<file path="src/rtl/master_in_port_pkg.sv">
// Shared bus definitions for the master-side serial receiver.
// State encoding matches slave_out_port so both ends read the same in waveforms.
package master_in_port_pkg;

  localparam int DEF_DATA_WIDTH = 8;

  typedef enum logic {
    IDLE    = 1'b0,
    RECEIVE = 1'b1
  } state_e;

endpackage

</file>
<file path="src/rtl/master_in_port_if.sv">
// Receiver bus: serial link from the slave plus valid/ready word output to the master core.
interface master_in_port_if
  import master_in_port_pkg::*;
#(
  parameter int DATA_WIDTH = DEF_DATA_WIDTH
);
  logic                  rx_data;
  logic                  rx_done;
  logic                  master_ready;
  logic                  data_ready;
  logic                  data_valid;
  logic [DATA_WIDTH-1:0] data_out;
  logic                  frame_error;
  logic                  overrun;

  modport master (
    input  rx_data, rx_done, data_ready,
    output master_ready, data_out, data_valid, frame_error, overrun
  );

  modport slave (
    output rx_data, rx_done, data_ready,
    input  master_ready, data_out, data_valid, frame_error, overrun
  );
endinterface

</file>
<file path="src/rtl/master_in_port.sv">
// Serial-to-parallel receiver: frame starts on a falling rx_done, DATA_WIDTH bits LSB first,
// word presented on valid/ready with sticky framing and overrun flags.
module master_in_port
  import master_in_port_pkg::*;
#(
  parameter int DATA_WIDTH = DEF_DATA_WIDTH,
  parameter int CNT_W      = 4
) (
  input logic               clk,
  input logic               reset,
  master_in_port_if.master  bus
);

  state_e                state, state_next;
  logic                  done_q;
  logic                  discard;
  logic [CNT_W-1:0]      bit_cnt;
  logic [DATA_WIDTH-1:0] shift;

  logic                  master_ready_q;
  logic                  data_valid_q;
  logic [DATA_WIDTH-1:0] data_out_q;
  logic                  frame_error_q;
  logic                  overrun_q;

  logic start, last, load, take, dv_next;

  // The registered high sample of rx_done makes a low/X strobe out of reset harmless.
  assign start   = (state == IDLE) && done_q && !bus.rx_done;
  assign last    = (state == RECEIVE) && (bit_cnt == CNT_W'(DATA_WIDTH - 1));
  assign load    = last && !discard;
  assign take    = data_valid_q && bus.data_ready;
  assign dv_next = load || (data_valid_q && !take);

  always_comb begin
    state_next = state;
    if (start)     state_next = RECEIVE;
    else if (last) state_next = IDLE;
  end

  always_ff @(posedge clk or posedge reset) begin
    if (reset) begin
      state          <= IDLE;
      done_q         <= 1'b0;
      discard        <= 1'b0;
      bit_cnt        <= '0;
      shift          <= '0;
      master_ready_q <= 1'b0;
      data_valid_q   <= 1'b0;
      data_out_q     <= '0;
      frame_error_q  <= 1'b0;
      overrun_q      <= 1'b0;
    end else begin
      done_q         <= bus.rx_done;
      state          <= state_next;
      data_valid_q   <= dv_next;
      master_ready_q <= (state_next == IDLE) && !dv_next;
      case (state)
        IDLE: begin
          if (start) begin
            bit_cnt <= '0;
            // Unconsumed word at frame start: keep it, drop the incoming one.
            discard <= data_valid_q && !bus.data_ready;
            if (data_valid_q && !bus.data_ready) overrun_q <= 1'b1;
          end
        end
        RECEIVE: begin
          shift   <= {bus.rx_data, shift[DATA_WIDTH-1:1]};
          bit_cnt <= bit_cnt + CNT_W'(1);
          if (last) begin
            if (!discard)     data_out_q    <= {bus.rx_data, shift[DATA_WIDTH-1:1]};
            if (!bus.rx_done) frame_error_q <= 1'b1;
          end
        end
        default: ;
      endcase
    end
  end

  assign bus.master_ready = master_ready_q;
  assign bus.data_valid   = data_valid_q;
  assign bus.data_out     = data_out_q;
  assign bus.frame_error  = frame_error_q;
  assign bus.overrun      = overrun_q;

endmodule

</file>
<file path="src/flat_wrapper.sv">
// flat-port wrapper written by rule: the top's interface ports become plain ports
module master_in_port_flat import master_in_port_pkg::*;
#(
  parameter int DATA_WIDTH = DEF_DATA_WIDTH,
  parameter int CNT_W      = 4
)
  (clk, reset, bus_rx_data, bus_rx_done, bus_data_ready, bus_master_ready, bus_data_out, bus_data_valid, bus_frame_error, bus_overrun);
  master_in_port_if #(.DATA_WIDTH(DATA_WIDTH)) bus_i ();
  input logic clk;
  input logic reset;
  input wire logic [$bits(bus_i.rx_data)-1:0] bus_rx_data;
  input wire logic [$bits(bus_i.rx_done)-1:0] bus_rx_done;
  input wire logic [$bits(bus_i.data_ready)-1:0] bus_data_ready;
  output wire logic [$bits(bus_i.master_ready)-1:0] bus_master_ready;
  output wire logic [$bits(bus_i.data_out)-1:0] bus_data_out;
  output wire logic [$bits(bus_i.data_valid)-1:0] bus_data_valid;
  output wire logic [$bits(bus_i.frame_error)-1:0] bus_frame_error;
  output wire logic [$bits(bus_i.overrun)-1:0] bus_overrun;
  assign bus_i.rx_data = bus_rx_data;
  assign bus_i.rx_done = bus_rx_done;
  assign bus_i.data_ready = bus_data_ready;
  assign bus_master_ready = bus_i.master_ready;
  assign bus_data_out = bus_i.data_out;
  assign bus_data_valid = bus_i.data_valid;
  assign bus_frame_error = bus_i.frame_error;
  assign bus_overrun = bus_i.overrun;
  master_in_port #(.DATA_WIDTH(DATA_WIDTH), .CNT_W(CNT_W)) u_core (.clk(clk), .reset(reset), .bus(bus_i));
endmodule
</file>
<file path="config.mk">
export PLATFORM = sky130hd
export DESIGN_NAME = master_in_port_flat
export DESIGN_NICKNAME = d
export VERILOG_FILES = /design/src/rtl/master_in_port_pkg.sv /design/src/rtl/master_in_port_if.sv /design/src/rtl/master_in_port.sv /design/src/flat_wrapper.sv
export SDC_FILE = /design/constraint.sdc
export NUM_CORES = 1
export LEC_CHECK = 0
export CORE_UTILIZATION = 45
export DETAILED_ROUTE_END_ITERATION = 8
export PLACE_DENSITY = 0.73
export SYNTH_ARGS = -nofsm -noshare
export SYNTH_HDL_FRONTEND = slang
export SYNTH_SLANG_ARGS = --single-unit
</file>
<file path="constraint.sdc">
create_clock -name clk -period 1.6 [get_ports clk]
set_clock_uncertainty 0.15 [all_clocks]
set_input_delay 0.16 -clock clk [delete_from_list [all_inputs] [get_ports clk]]
set_output_delay 0.16 -clock clk [all_outputs]
set_load 0.02 [all_outputs]
</file>
Word-level counts from Yosys, hierarchy flattened
Cells that the tools add are included.
Cells by class
  add/subtract/negate cells: 1
  equal/unequal tests: 2
  mux-type cells: 4
  reduce and logical (&&, ||, !) cells: 18
  bitwise gates (word level): 4
Operators by type and width (number)
  AND reduction 3 bit: 3
  logical AND 1 bit: 8
  one-hot mux 4 bit (2 select lines): 1
  logical NOT 1 bit: 5
  adder 4 x 1 -> 4 bit, second input constant: 1
  == test 4 x 3 -> 1 bit, second input constant: 1
  2-to-1 mux 4 bit: 1
  NOT 1 bit: 4
  2-to-1 mux 1 bit: 2
  != test 2 x 1 -> 1 bit, second input constant: 1
  AND reduction 2 bit: 1
  logical OR 1 bit: 1
Word-level totals
  input port bits: 5
  flip-flop bits (word level): 27
  word-level logic and storage cells: 39
  output and inout port bits: 12

Logic depth before layout (Yosys ltp)
  word-level depth: 6
  depth in mapped cells: 4
  gate-level depth less buffers: 4

Least setup slack after synthesis
No wires, ideal clock.
  kind: register to register
  start point: register u_core.bit_cnt[0]
  end point: register u_core.data_out_q[7], in the netlist u_core.bus.data_out[7]
  buffers on the path: 0
  library setup time: 125 ps
  data arrival time: 1240 ps
  path slack: 85 ps
  required time: 1325 ps
  clock period less this slack: 1515 ps
  cell stages (with the launch flop): 5
  path through: dfrtp_1 -> ha_1 -> nand4b_4 -> nor2_8 -> mux2_2
On the way
  word-level cells in the longest chain between the ends: 3
RTL lines
  start, declared: line master_in_port.sv:17  | logic [CNT_W-1:0] bit_cnt;
  start signal, assigned: line master_in_port.sv:69  | bit_cnt <= bit_cnt + CNT_W'(1);
  == test 4 x 3 -> 1 bit: line master_in_port.sv:30  | assign last = (state == RECEIVE) && (bit_cnt == CNT_W'(DATA_WIDTH - 1));
  logical AND 1 bit: line master_in_port.sv:30
  AND reduction 3 bit (no source line)
  end signal, assigned: line master_in_port.sv:71  | if (!discard) data_out_q <= {bus.rx_data, shift[DATA_WIDTH-1:1]};
  end, declared: line master_in_port.sv:22  | logic [DATA_WIDTH-1:0] data_out_q;
No other way between the ends.
A chain may end at the register's enable or synchronous reset.

Worst setup path in the final report
  start point: register u_core.bit_cnt[0]
  end point: register u_core.data_out_q[3], in the netlist u_core.bus.data_out[3]
Same word-level chain as after synthesis.

==> impl_summary.md <==
CTS
Once the clock tree was built, the setup fixing pass inserted 0 buffers. The number of buffers inserted during clock tree synthesis is 3. The number of buffers between clock root and the deepest sink is 2.

For the worst-skew pair, the clock arrives at the later sink with an insertion delay of 320 ps. Clock-pin slew was measured on the worst setup and hold paths at 130 ps. The clock tree from TritonCTS is yes.

The buffer cell driving the clock tree root is sky130_fd_sc_hd__clkbuf_4. CTS saw 26 sinks. In this run the number of H-tree levels came out at 1.

Timing
The number of max-slew violations in the final report came to 0. Once routing completed, OpenROAD measured the worst setup slack at -4.82 ps. The remaining max-slew budget at the tightest pin is 79.2%. At the pin with the least slew margin, the transition time is 312 ps. The achievable clock frequency is 623 MHz. The final period utilization is 100%. Setup violations remaining at the end of the flow were counted as 1. Setup repair after global routing could not meet its margin everywhere. The total count of hold-check failures in the final report was 0. The total negative slack for setup checks is -4.82 ps.

The post-route minimum period is 1600 ps.

Critical path
The worst setup slack for register-to-register paths is -5 ps. The reg-to-reg endpoint is u_core.bus.data_out[3]. The kind of launch point of the worst setup path is a register. The length in cells of the worst reg-to-reg path is 4. The type of element capturing the critical path is a register. The setup path with the least slack is of type register to register. Of all nets on the critical path, the largest fanout is 8.

The worst register-to-register path begins at u_core.bit_cnt[0]. The worst endpoint data arrival time is 1660 ps. The required arrival time at the worst endpoint is 1660 ps.

Final layout
The multi-input combinational cells in the finished layout cover a total of 383 um^2. The post-route cell area is 0.00129 mm^2. Counting the fill cells in the layout gives 189. The register with the most flip-flops in the layout has 8 of them. Relative to the synthesized area, the layout overhead comes to 24.1%.

Summing all flip-flop and latch instances after layout gives 651 um^2. In the final layout, the share of cells above drive strength 1 is 29.0%. The final-stage net count is 100. The repair_antennas step left the layout with diodes totalling 0.

Power and ir drop
The internal power of the cells totals 1.64 mW. For this design the total switching power over the nets is 0.889 mW. Sequential cells account for 46.3% of the total power. In this run the power density over the cells is 1960 mW/mm^2. The switching part of the total is 35.2%. The share of power burned in combinational logic is 41.1%. The clock network fraction of design power is 12.6%.

The highest ir drop seen on vdd is 0.940 mV. The leakage power is 0.626 nW.

Global routing
The number of global-route vias before repair was 638. The wire length of the first global-routing pass is 2.84 mm. Summed over all layers, the global routing overflow is 0. The number of antenna violations at the first check in global routing is 0. The largest net degree at the start of global routing is 27. The global-route usage over all layers is 15.9%.

Run status
The final reports fail on setup timing. The flow ran to the end, but the final reports show violations.

Die
The floorplan step defined a core boundary enclosing 0.00219 mm^2. The die height is 50.0 um. The die is 50.0 um wide. Once the floorplan was initialized, standard cells occupied 47.3% of the core. The die covers 0.00250 mm^2. For this design the top-level I/O count stands at 17. The initialized floorplan defines 17 standard-cell rows.

Placement
The congestion estimate from routability-driven global placement came to 0.749. The HPWL after detailed placement is 1.11 mm. The total placed instance area is 0.00125 mm^2. Input and output buffers added on the ports amount to 16.

Logic synthesis
Each instance of the synthesized netlist takes up on average 14.6 um^2. The cell count after synthesis came out at 71. The sequential element share of the synthesized area is 62.7%.

In this run, synthesis produced a sequential element count of 26. The post-synth net total is 77. The synthesized netlist occupies a cell area of 0.00104 mm^2.

During synthesis, Yosys emitted a total of 0 warnings. The number of different library cells in the post-synthesis netlist is 18.

Detailed routing
After detailed routing, the number of remaining DRC violations is 0. The detailed router finished its first iteration with 5 violations. The ratio of routed vias to standard cells is 5.02.

The count of nets left with antenna violations once routing finished came out at 0. The final routed wirelength across all metal layers is 1.60 mm. The iteration count of the initial detailed-routing pass is 2. Dividing the detail-routed wire length by the instance count gives 13.2 um. The detailed-route via count is 608.

Hold path
The path category of the worst min-delay check is input pin to async pin.

Run
The number of max-cap violations is 0.
==> logic make-up (layout without fill, tap and decap cells) <==
family | after synthesis | count (layout) | share of synthesized area [%]
flip-flops | 26 | 26 | 62.7
multiplexers | 18 | 18 | 19.2
AND/OR/NAND/NOR | 16 | 16 | 11.0
AO/OA/AOI/OAI | 5 | 5 | 2.65
buffers and inverters | 3 | 25 | 1.57
XOR/XNOR | 2 | 2 | 1.69
adder cells (fa/ha/maj) | 1 | 1 | 1.21
==> metrics by stage <==
stage          hold slack [ps]  power (mW)  utilization [%]  worst slack, ps  instances
3_3_place_gp               298        2.25             57.1             45.4        117
3_5_place_dp               309        2.29             57.1             6.43        117
6_report                  15.3        2.53             58.8            -4.82        121
5_1_grt                   71.8        2.71             58.8            -38.4        121
2_1_floorplan             41.4        1.85                -             84.8         71
4_1_cts                   20.4        2.52             58.2             14.4        121
==> placed cells by master (no fill, tap or decap) <==
master	n
sky130_fd_sc_hd__and3b_2	1
sky130_fd_sc_hd__buf_4	4
sky130_fd_sc_hd__clkbuf_4	3
sky130_fd_sc_hd__clkbuf_8	1
sky130_fd_sc_hd__clkdlybuf4s50_1	4
sky130_fd_sc_hd__dfrtp_1	26
sky130_fd_sc_hd__dlygate4sd2_1	11
sky130_fd_sc_hd__dlymetal6s2s_1	1
sky130_fd_sc_hd__ha_4	1
sky130_fd_sc_hd__inv_1	1
sky130_fd_sc_hd__mux2_2	15
sky130_fd_sc_hd__mux2i_1	3
sky130_fd_sc_hd__nand2_1	7
sky130_fd_sc_hd__nand2b_1	3
sky130_fd_sc_hd__nand3_1	1
sky130_fd_sc_hd__nand4b_4	1
sky130_fd_sc_hd__nor2_1	1
sky130_fd_sc_hd__nor2_8	1
sky130_fd_sc_hd__o21ai_0	4
sky130_fd_sc_hd__o21bai_1	1
sky130_fd_sc_hd__or3_1	1
sky130_fd_sc_hd__xor2_1	2
==> metal layers <==
layer / wire [um] / global-route usage [%] / vias to the layer above
met4: 53 / 14.3 / 0
met3: 38 / 2.16 / 4
li1: - / - / 288
met2: 794 / 24.4 / 10
met5: 0 / 0 / -
met1: 711 / 19.1 / 306
==> area by class of cell <==
| cell class | count | area share (%) |
|---|---|---|
| Sequential cell | 26 | 50.5 |
| Multi-Input combinational cell | 42 | 29.7 |
| Timing Repair Buffer | 20 | 13.9 |
| Clock buffer | 4 | 2.82 |
| Tap cell | 28 | 2.72 |
| Inverter | 1 | 0.292 |
==> cells in the mapped netlist <==
| cell type | count | area share, % |
|---|---|---|
| sky130_fd_sc_hd__nand3_1 | 1 | 0.48 |
| sky130_fd_sc_hd__o21bai_1 | 1 | 0.72 |
| sky130_fd_sc_hd__ha_1 | 1 | 1.2 |
| sky130_fd_sc_hd__mux2_2 | 15 | 16 |
| sky130_fd_sc_hd__inv_1 | 1 | 0.36 |
| sky130_fd_sc_hd__nand2_1 | 7 | 2.5 |
| sky130_fd_sc_hd__nor2_1 | 1 | 0.36 |
| sky130_fd_sc_hd__nand4b_4 | 1 | 2.3 |
| sky130_fd_sc_hd__or3_1 | 1 | 0.60 |
| sky130_fd_sc_hd__nor2_8 | 1 | 1.9 |
| sky130_fd_sc_hd__mux2i_1 | 3 | 2.9 |
| sky130_fd_sc_hd__and3b_2 | 1 | 0.97 |
| sky130_fd_sc_hd__o21ai_0 | 4 | 1.9 |
| sky130_fd_sc_hd__dfrtp_1 | 26 | 63 |
| sky130_fd_sc_hd__buf_2 | 1 | 0.48 |
| sky130_fd_sc_hd__xor2_1 | 2 | 1.7 |
| sky130_fd_sc_hd__nand2b_1 | 3 | 1.8 |
| sky130_fd_sc_hd__buf_4 | 1 | 0.72 |
==> worst max path at each step <==
stage / from / end / depth (start not counted)
2_1_floorplan: u_core.bit_cnt[0] / u_core.bus.data_out[7] / 4
3_3_place_gp: u_core.bit_cnt[1] / u_core.bus.data_out[6] / 4
3_5_place_dp: u_core.bit_cnt[1] / u_core.bus.data_out[3] / 4
4_1_cts: u_core.bit_cnt[1] / u_core.bus.data_out[3] / 4
5_1_grt: u_core.bit_cnt[1] / u_core.bus.data_out[3] / 4
6_report: u_core.bit_cnt[0] / u_core.bus.data_out[3] / 4
==> repair_timing <==
action,CTS,global route
pin swaps,0,1
gates resized for setup,12,2
hold buffers,0,0
endpoints found under the setup margin,16,9
==> power by group through the flow <==
stage	combinational [mW]	sequential [mW]	clock, mW
final	1.04	1.17	0.319
after global placement	1.08	1.17	0
after floorplan	0.535	1.32	0
after CTS	1.03	1.16	0.336
after global routing	1.13	1.22	0.365
after detailed placement	1.11	1.18	0
==> critical path, cell delays in order, from the launching register on <==
cell and delay, ps:
sky130_fd_sc_hd__dfrtp_1 440, sky130_fd_sc_hd__ha_4 190, sky130_fd_sc_hd__nand4b_4 150, sky130_fd_sc_hd__nor2_8 210, sky130_fd_sc_hd__mux2_2 360
(Power assumes the default switching activity.)
